File: config.mk
export PLATFORM = sky130hd
export DESIGN_NAME = lane_judge
export DESIGN_NICKNAME = d
export VERILOG_FILES = /design/src/rtl/lane_judge.sv
export SDC_FILE = /design/constraint.sdc
export NUM_CORES = 1
export LEC_CHECK = 0
export CAP_MARGIN = 20
export CORE_UTILIZATION = 45
export CTS_CLUSTER_SIZE = 25
export DETAILED_ROUTE_END_ITERATION = 16
export GPL_ROUTABILITY_DRIVEN = 0
export PLACE_DENSITY = 0.73
export SLEW_MARGIN = 20
export SYNTH_ARGS = -nofsm -noshare
export SYNTH_HDL_FRONTEND = slang
export SYNTH_SLANG_ARGS = --single-unit
File: constraint.sdc
create_clock -name clk -period 4.1 [get_ports clk]
set_input_delay 0.41 -clock clk [delete_from_list [all_inputs] [get_ports clk]]
set_output_delay 0.41 -clock clk [all_outputs]
set_load 0.05 [all_outputs]
File: src/rtl/lane_judge.sv
// Single drum lane: scrolls notes on each tick, judges hits in the bottom zone, keeps score/combo/misses.
// Optional COMBO_BONUS_EN: good hits are worth 2 points once the running combo has reached 8.
module lane_judge #(
  parameter int LANE_LEN   = 16,
  parameter int HIT_ZONE   = 2,
  parameter int SCORE_W    = 10,
  parameter int COMBO_W    = 6,
  parameter int MAX_FALLOS = 8
) (
  input  logic                clk,
  input  logic                stop,
  input  logic                start,
  input  logic                tick,
  input  logic                note_in,
  input  logic                hit,
  output logic [LANE_LEN-1:0] lane,
  output logic [SCORE_W-1:0]  score,
  output logic [COMBO_W-1:0]  combo,
  output logic [3:0]          fallos,
  output logic                acierto,
  output logic                fallo,
  output logic                fin,
  output logic [1:0]          dbg_state
);

  // Handshake: start, tick and hit are single-cycle strobes sampled on every rising clk edge;
  // there is no back-pressure, and every output reflects the strobes of the previous cycle.

  typedef enum logic [1:0] {
    S_IDLE = 2'd0,
    S_PLAY = 2'd1,
    S_OVER = 2'd2
  } state_t;

  function automatic logic [LANE_LEN-1:0] f_zone_mask();
    logic [LANE_LEN-1:0] m;
    m = '0;
    for (int i = 0; i < HIT_ZONE; i++) m[i] = 1'b1;
    return m;
  endfunction

  localparam logic [LANE_LEN-1:0] ZONE_MASK = f_zone_mask();

  state_t              r_state, w_state_nx;
  logic [LANE_LEN-1:0] r_lane, w_lane_nx, w_lane_mid;
  logic [SCORE_W-1:0]  r_score, w_score_nx, w_score_inc;
  logic [COMBO_W-1:0]  r_combo, w_combo_nx, w_combo_inc;
  logic [3:0]          r_fallos, w_fallos_nx, w_fallos_inc;
  logic                r_acierto, w_acierto_nx;
  logic                r_fallo, w_fallo_nx;

  logic [LANE_LEN-1:0] w_zone, w_lowbit;
  logic [1:0]          w_score_step;
  logic [SCORE_W:0]    w_score_sum;

  // Isolate the lowest occupied zone position so a single hit clears exactly one note.
  assign w_zone   = r_lane & ZONE_MASK;
  assign w_lowbit = w_zone & (~w_zone + LANE_LEN'(1));

`ifdef COMBO_BONUS_EN
  assign w_score_step = (r_combo >= COMBO_W'(8)) ? 2'd2 : 2'd1;
`else
  assign w_score_step = 2'd1;
`endif

  assign w_score_sum  = {1'b0, r_score} + {{(SCORE_W-1){1'b0}}, w_score_step};
  assign w_score_inc  = w_score_sum[SCORE_W] ? {SCORE_W{1'b1}} : w_score_sum[SCORE_W-1:0];
  assign w_combo_inc  = (&r_combo) ? r_combo : r_combo + COMBO_W'(1);
  assign w_fallos_inc = r_fallos + 4'd1;

  always_comb begin
    w_state_nx   = r_state;
    w_lane_nx    = r_lane;
    w_lane_mid   = r_lane;
    w_score_nx   = r_score;
    w_combo_nx   = r_combo;
    w_fallos_nx  = r_fallos;
    w_acierto_nx = 1'b0;
    w_fallo_nx   = 1'b0;
    case (r_state)
      S_IDLE, S_OVER: begin
        if (start) begin
          w_state_nx  = S_PLAY;
          w_lane_nx   = '0;
          w_score_nx  = '0;
          w_combo_nx  = '0;
          w_fallos_nx = '0;
        end
      end
      S_PLAY: begin
        if (hit) begin
          if (|w_zone) begin
            w_lane_mid   = r_lane & ~w_lowbit;
            w_acierto_nx = 1'b1;
            w_score_nx   = w_score_inc;
            w_combo_nx   = w_combo_inc;
          end else begin
            w_combo_nx = '0;
          end
        end
        // Escape is judged after the hit, so a hit on the same tick saves the bottom note.
        if (tick) begin
          if (w_lane_mid[0]) begin
            w_fallo_nx  = 1'b1;
            w_fallos_nx = w_fallos_inc;
            w_combo_nx  = '0;
            if (w_fallos_inc == 4'(MAX_FALLOS)) w_state_nx = S_OVER;
          end
          w_lane_nx = {note_in, w_lane_mid[LANE_LEN-1:1]};
        end else begin
          w_lane_nx = w_lane_mid;
        end
      end
      default: w_state_nx = S_IDLE;
    endcase
  end

  always_ff @(posedge clk or posedge stop) begin
    if (stop) begin
      r_state   <= S_IDLE;
      r_lane    <= '0;
      r_score   <= '0;
      r_combo   <= '0;
      r_fallos  <= '0;
      r_acierto <= 1'b0;
      r_fallo   <= 1'b0;
    end else begin
      r_state   <= w_state_nx;
      r_lane    <= w_lane_nx;
      r_score   <= w_score_nx;
      r_combo   <= w_combo_nx;
      r_fallos  <= w_fallos_nx;
      r_acierto <= w_acierto_nx;
      r_fallo   <= w_fallo_nx;
    end
  end

  assign lane      = r_lane;
  assign score     = r_score;
  assign combo     = r_combo;
  assign fallos    = r_fallos;
  assign acierto   = r_acierto;
  assign fallo     = r_fallo;
  assign fin       = (r_state == S_OVER);
  assign dbg_state = r_state;

endmodule

### After elaboration in Yosys (flattened, before gate mapping)

Index checks and enable logic that the tools add are counted.

| operators by class | value |
|---|---|
| reductions and logical operators | 9 |
| add/subtract/negate cells | 4 |
| eq/ne operators | 9 |
| bitwise gates (word level) | 4 |
| mux-type cells | 33 |

Operators with widths:

| operator | count |
|---|---|
| $mux 16 | 5 |
| $mux 10 | 4 |
| $mux 6 | 6 |
| $pmux 16 s2 | 1 |
| $pmux 10 s2 | 1 |
| $add 16x1->16 const B | 1 |
| $and 16x16->16 | 1 |
| $and 2x16->16 | 1 |
| $not 16->16 | 1 |
| $not 2->16 | 1 |
| $mux 4 | 3 |
| $pmux 6 s2 | 1 |
| $reduce_and 4->1 | 3 |
| $add 10x1->11 const B | 1 |
| $ne 2x2->1 const B | 5 |
| $mux 2 | 4 |
| $pmux 4 s2 | 1 |
| $add 6x1->6 const B | 1 |
| $mux 1 | 6 |
| $reduce_and 6->1 | 1 |
| $add 4x1->4 const B | 1 |
| $eq 4x4->1 const B | 1 |
| $pmux 2 s2 | 1 |
| $reduce_or 2->1 | 2 |
| 6 further kinds | 6 |

| word-level totals | value |
|---|---|
| input bits | 6 |
| register bits | 40 |

### Depth between registers and ports, before layout

Gate-level depths: netlist of the first run.

| logic depth | value |
|---|---|
| depth after elaboration | 11 |
| mapped depth | 7 |
| depth with buffers taken out | 6 |

### Worst setup path before layout of the first run

No wires, ideal clock.

| path | value |
|---|---|
| path type | register -> output |
| from | reg r_state[1], in the netlist dbg_state[1] |
| to | out fin |
| required time | 3.690 ns |
| arrival time | 1.449 ns |
| buffers on the path | 0 |
| slack | 2.241 ns |
| cell stages (with the launch flop) | 2 |
| cells stage by stage | dfrtp_1 -> nor2b_1 |

| between the ends | value |
|---|---|
| cells in the longest elaborated chain, start to end | 1 |

RTL lines:

| item | line | RTL |
|---|---|---|
| start: declaration | 44 | `state_t r_state, w_state_nx;` |
| start signal: assignment | 128 | `r_state <= w_state_nx;` |
| $eq 2x2->1 | 144 | `assign fin = (r_state == S_OVER);` |
| end: declaration | 22 | `output logic fin,` |

Every way passes these cells.

### Worst setup path after layout of the first run

| path | value |
|---|---|
| from | reg r_state[0], in the netlist dbg_state[0] |
| to | out fin |

Same word-level chain as after synthesis.

==> impl_metrics.yaml, run 1 <==
status:
  status: "completed"
synth:
  syn_inst: 212
  ys_ff_latch: 40
  yosysSeqAreaShare_pct: 49.4
  syn_avg_cell_area_sq_um: 9.56
  syn_nets: 221
  yosys-top-cells-area: "dfrtp_1 49%, nand2_1 7.8%, nand3_1 5.7%, o21ai_0 3.0%, ha_1 1.9%"
  synth_edf_count: 0
  yosys_most_used_dff: "dfrtp_1"
  ys_async_sr_fraction_pct: 100
  synth_largest_area_cell: "dfrtp_1"
  synth_common_cells: "42 x nand2_1, 40 x dfrtp_1, 23 x nand3_1, 12 x o21ai_0, 9 x nor2_1"
  synth_top_cell_area_share_pct: 49.4
  ys_types: 56
  synth_area_sq_mm: 0.00203
  synth_warnings: 0
  yosysMostFrequentCell: "nand2_1"
grt:
  grt_pass1_vias: 1643
  grt_start_max_net_pins: 41
  antenna_found_initial: 0
  grt_overflow_total: 0
  track_usage_pct: 21.3
  grt_pass1_wl_mm: 8.07
clock_network:
  cts_buffers: 5
  cts-root-buf: "clkbuf_8"
  cts.repair.resized: 0
  clk_pin_slew_worst_paths_ns: 0.08
  clockBufferDepth: 2
  hold_buffers: 0
  post_cts_buffers: 0
  clk_latency_ns: 0.30
  cts.sinks: 40
  tritoncts: "built"
  cts_max_level: 2
timing:
  rsz0062_at_grt: "no"
  period_share_pct: 52.6
  fmax_mhz: 463
  fin_skew_ns: 0.0104
  period_minus_slack_ns: 2.16
  maxSlewHeadroom_pct: 47.1
  setup_viol: 0
  tns_ns: 0
  finalHoldViolations: 0
  slew_viol_final: 0
  tightest_slew_ns: 0.794
final_layout:
  finalNetCount: 267
  areaGrowthSynthToFinish_pct: 30.5
  drive_gt1_share_pct: 8.88
  diodes: 0
  fin_area_sq_mm: 0.00264
floorplan:
  die_w_um: 69.1
  die-area_sq_mm: 0.00477
  row_count: 24
  io_pins: 47
  fp.coreArea_sq_mm: 0.00435
  die_h_um: 69.1
  start_util_pct: 46.5
power:
  ir_drop_mv: 0.213
  power_density_mw_per_mm2: 439
  power.leakage_nw: 1.13
setup_path:
  start_kind: "flip-flop"
  cp-end-kind: "primary output"
  crit_fanout: 7
  crit_type: "flip-flop to primary output"
  worstPathArrival_ns: 1.75
  required_ns: 3.69
routing:
  drc: 0
  postRouteAntennaNets: 0
  drt_wl_total_mm: 4.53
  num_vias: 1724
  drtIter0Drc: 98
  wl_per_cell_um: 14.6
  drtPass1Iterations: 4
  viasPerCell: 5.54
placement:
  dp_hpwl_mm: 2.95
  io_buffers: 46
  dpl_cell_area_sq_mm: 0.00252
run:
  cap_violations: 0
hold_path:
  worstHoldPathType: "flip-flop to flip-flop"
logic make-up (layout without fill, tap and decap cells):
logic type	count (synthesis)	count (layout)	synth area share, %
adder cells (fa/ha/maj)	3	3	1.85
multiplexers	1	1	0.494
AO/OA/AOI/OAI	44	44	15.6
AND/OR/NAND/NOR	109	109	28.8
buffers and inverters	13	60	2.96
flip-flops	40	40	49.4
XOR/XNOR	2	2	0.865
placed cells by master (no fill, tap or decap), types with 2 or more instances in the layout:
cell             synthesis  layout
a21oi_1                  3       3
ha_1                     3       3
nor2_1                   9       9
o21bai_1                 2       2
o31ai_1                  3       3
clkdlybuf4s50_1          0      46
o21ai_1                  2       2
nand2_1                 42      42
o21ai_0                 12      12
dfrtp_1                 40      40
a211oi_1                 3       3
inv_1                    4       4
a32o_1                   2       2
nand3_1                 23      23
nand4_1                  3       3
o221a_1                  2       2
nand2b_1                 3       3
nor2b_1                  4       4
clkbuf_8                 0       7
o211ai_1                 2       2
a31oi_1                  3       3
nor3_1                   6       6
layer usage:
layer  part of all wire (%)  global-route usage [%]
met1                     50                    30.2
met5                      0                       0
met4                    1.6                    7.48
met2                     45                    31.5
met3                    3.3                    5.56
sequential cells by signal (all words and copies together), names as in the netlist:
signal	cells
lane	16
score	10
combo	6
fallos	4
dbg_state	2
acierto	1
fallo	1
through the flow:
stage	hold slack [ns]	power, mW	util [%]	setup slack [ns]	cells
after CTS	0.501	1.17	60.7	1.91	311
final	0.496	1.16	60.7	1.94	311
after detailed placement	0.479	0.815	57.8	1.72	303
after floorplan	0.515	0.703	-	2.24	212
after global placement	0.480	0.812	57.8	1.76	303
after global routing	0.527	1.21	60.7	1.87	311
report_power, final:
part	total (mW)	internal, mW	switching [mW]
clock	0.355	0.215	0.140
sequential	0.487	0.435	0.0514
combinational	0.320	0.104	0.216
total	1.16	0.754	0.407
critical path, stage by stage (launching register included):
cell,delay [ns]
dfrtp_1,0.45
nor2b_1,0.17
clkdlybuf4s50_1,0.83
final cells by class:
| cell class | instances | area, sq um |
|---|---|---|
| timing repair buffer | 47 | 468 |
| clock buffer | 7 | 96.3 |
| tap | 52 | 65.1 |
| multi-input combinational | 159 | 965 |
| inverter | 5 | 18.8 |
| fill | 375 | 1710 |
| sequential | 40 | 1000 |
| clock inverter | 1 | 30.0 |
path summary, 6_finish.rpt:
check / from / endpoint / slack [ns] / cells after the start
max: dbg_state[0]$_DFFE_PP0P_ / fin / 1.94 / 2
min: lane[6]$_DFFE_PP0P_ / lane[5]$_DFFE_PP0P_ / 0.50 / 2
max reg2reg: dbg_state[0]$_DFFE_PP0P_ / combo[0]$_DFFE_PP0P_ / 2.29 / 4
min reg2reg: lane[6]$_DFFE_PP0P_ / lane[5]$_DFFE_PP0P_ / 0.50 / 2
max in group asynchronous: stop / acierto$_DFF_PP0_ / 3.20 / 3
min in group asynchronous: stop / score[4]$_DFFE_PP0P_ / 0.54 / 3
No activity file was read; power rests on OpenSTA's default activity.
==> inputs of run 2 (changes only) <==
--- a/config.mk
+++ b/config.mk
@@ -10,7 +10,7 @@
 export CTS_CLUSTER_SIZE = 25
 export DETAILED_ROUTE_END_ITERATION = 16
 export GPL_ROUTABILITY_DRIVEN = 0
-export PLACE_DENSITY = 0.73
+export PLACE_DENSITY = 0.76
 export SLEW_MARGIN = 20
 export SYNTH_ARGS = -nofsm -noshare
 export SYNTH_HDL_FRONTEND = slang
==> constraint.sdc (replaced) <==
create_clock -name clk -period 1.9 [get_ports clk]
set_input_delay 0.19 -clock clk [delete_from_list [all_inputs] [get_ports clk]]
set_output_delay 0.19 -clock clk [all_outputs]
set_load 0.05 [all_outputs]
==> impl_metrics.yaml, run 2 (synthesis results as in run 1) <==
status:
  status: "completed"
floorplan:
  row_count: 24
  fp.coreArea_sq_mm: 0.00435
  start_util_pct: 46.5
  die-area_sq_mm: 0.00477
  die_h_um: 69.1
  die_w_um: 69.1
  io_pins: 47
timing:
  maxSlewHeadroom_pct: 65.8
  rsz0062_at_grt: "no"
  fmax_mhz: 552
  tightest_slew_ns: 0.511
  finalHoldViolations: 0
  period_minus_slack_ns: 1.81
  period_share_pct: 95.4
  setup_viol: 0
  tns_ns: 0
  slew_viol_final: 0
  fin_skew_ns: 0.00430
routing:
  drc: 0
  num_vias: 1768
  drtIter0Drc: 76
  wl_per_cell_um: 14.1
  drtPass1Iterations: 4
  drt_wl_total_mm: 4.51
  viasPerCell: 5.53
  postRouteAntennaNets: 0
power:
  power_density_mw_per_mm2: 880
  p_sw_mw: 0.876
  seq_power_share_pct: 44.3
  power.leakage_nw: 1.19
  p_clk_share_pct: 24.5
  p_int_mw: 1.48
  switching_share_pct: 37.2
  power_frac_comb_pct: 31.2
  ir_drop_mv: 0.474
setup_path:
  worstPathArrival_ns: 1.62
  crit_family: "buffers and inverters"
  start_kind: "flip-flop"
  r2r_end: "score[7]$_DFFE_PP0P_"
  reg2reg_depth: 5
  crit_type: "flip-flop to primary output"
  r2r_start: "score[1]$_DFFE_PP0P_"
  cp_slowest_stage_delay_ns: 0.85
  cp-end-kind: "primary output"
  rrSetupSlack_ns: 0.25
  worstPathCellList: "clkdlybuf4s50_1"
  critPathBufInv: 1
  crit_fanout: 6
  required_ns: 1.71
  cp_slowest_cell: "clkdlybuf4s50_1"
final_layout:
  drive_gt1_share_pct: 12.7
  fillCellCount: 396
  final_common_cell: "clkdlybuf4s50_1"
  finalNetCount: 276
  diodes: 0
  final_cell_mix: "43 x clkdlybuf4s50_1, 42 x nand2_1, 40 x dfrtp_1"
  largest_reg_flops: 16
  fin_area_sq_mm: 0.00268
  areaGrowthSynthToFinish_pct: 32.1
placement:
  dpl_cell_area_sq_mm: 0.00258
  io_buffers: 46
  dp_hpwl_mm: 3.20
clock_network:
  hold_buffers: 0
  cts.repair.resized: 0
  clk_latency_ns: 0.29
  clk_pin_slew_worst_paths_ns: 0.07
  cts.sinks: 40
  cts-root-buf: "clkbuf_8"
  cts_max_level: 2
  cts_buffers: 5
  post_cts_buffers: 0
  tritoncts: "built"
  clockBufferDepth: 2
grt:
  grt_pass1_wl_mm: 7.96
  grt_start_max_net_pins: 41
  grt_overflow_total: 0
  track_usage_pct: 20.6
  grt_pass1_vias: 1711
  antenna_found_initial: 0
hold_path:
  worstHoldPathType: "input pin to async pin"
run:
  cap_violations: 0
-- run 2: worst max-delay path by stage --
stage / startpoint / to / depth (start not counted)
finish: score[2]$_DFFE_PP0P_ / score[2] / 1
global route: score[2]$_DFFE_PP0P_ / score[2] / 1
CTS: lane[1]$_DFFE_PP0P_ / lane[1] / 1
detailed placement: hit / combo[0]$_DFFE_PP0P_ / 5
global placement: hit / combo[0]$_DFFE_PP0P_ / 5
floorplan: score[0]$_DFFE_PP0P_ / score[7]$_DFFE_PP0P_ / 5
-- run 2: per-layer routing --
layer	vias up	wire [um]	global-route usage, %	part of all wire (%)
li1	868	-	-	-
met3	8	241	5.56	5.3
met1	847	2000	26.8	44
met2	45	2180	33.2	48
met5	-	0	0	0
met4	0	79	7.26	1.8
-- run 2: stage by stage --
stage          hold slack, ns  std cells  setup slack [ns]  power, mW  util [%]
3_5_place_dp            0.480        312            0.0560       1.80      59.3
3_3_place_gp            0.479        312             0.136       1.78      59.3
4_1_cts                 0.342        320            0.0179       2.37      61.4
6_report                0.318        320            0.0879       2.35      61.4
5_1_grt                 0.388        320            0.0411       2.47      61.4
2_1_floorplan           0.295        212            0.0822       1.52         -
-- run 2: final cells by class --
type                    count  area [sq um]  area share, %
clock buffers               6          82.6           3.09
well taps                  52          65.1           2.43
repair buffers             56           533           19.9
inverters                   5          18.8          0.702
flip-flops and latches     40          1000           37.4
multi-input cells         159           965           36.1
clock inverters             2          10.0          0.374
-- run 2: power by group through the flow --
stage	combinational, mW	clock, mW	sequential (mW)
floorplan	0.157	0	1.36
global placement	0.726	0	1.05
detailed placement	0.743	0	1.05
CTS	0.742	0.592	1.04
global route	0.782	0.629	1.06
finish	0.735	0.576	1.04
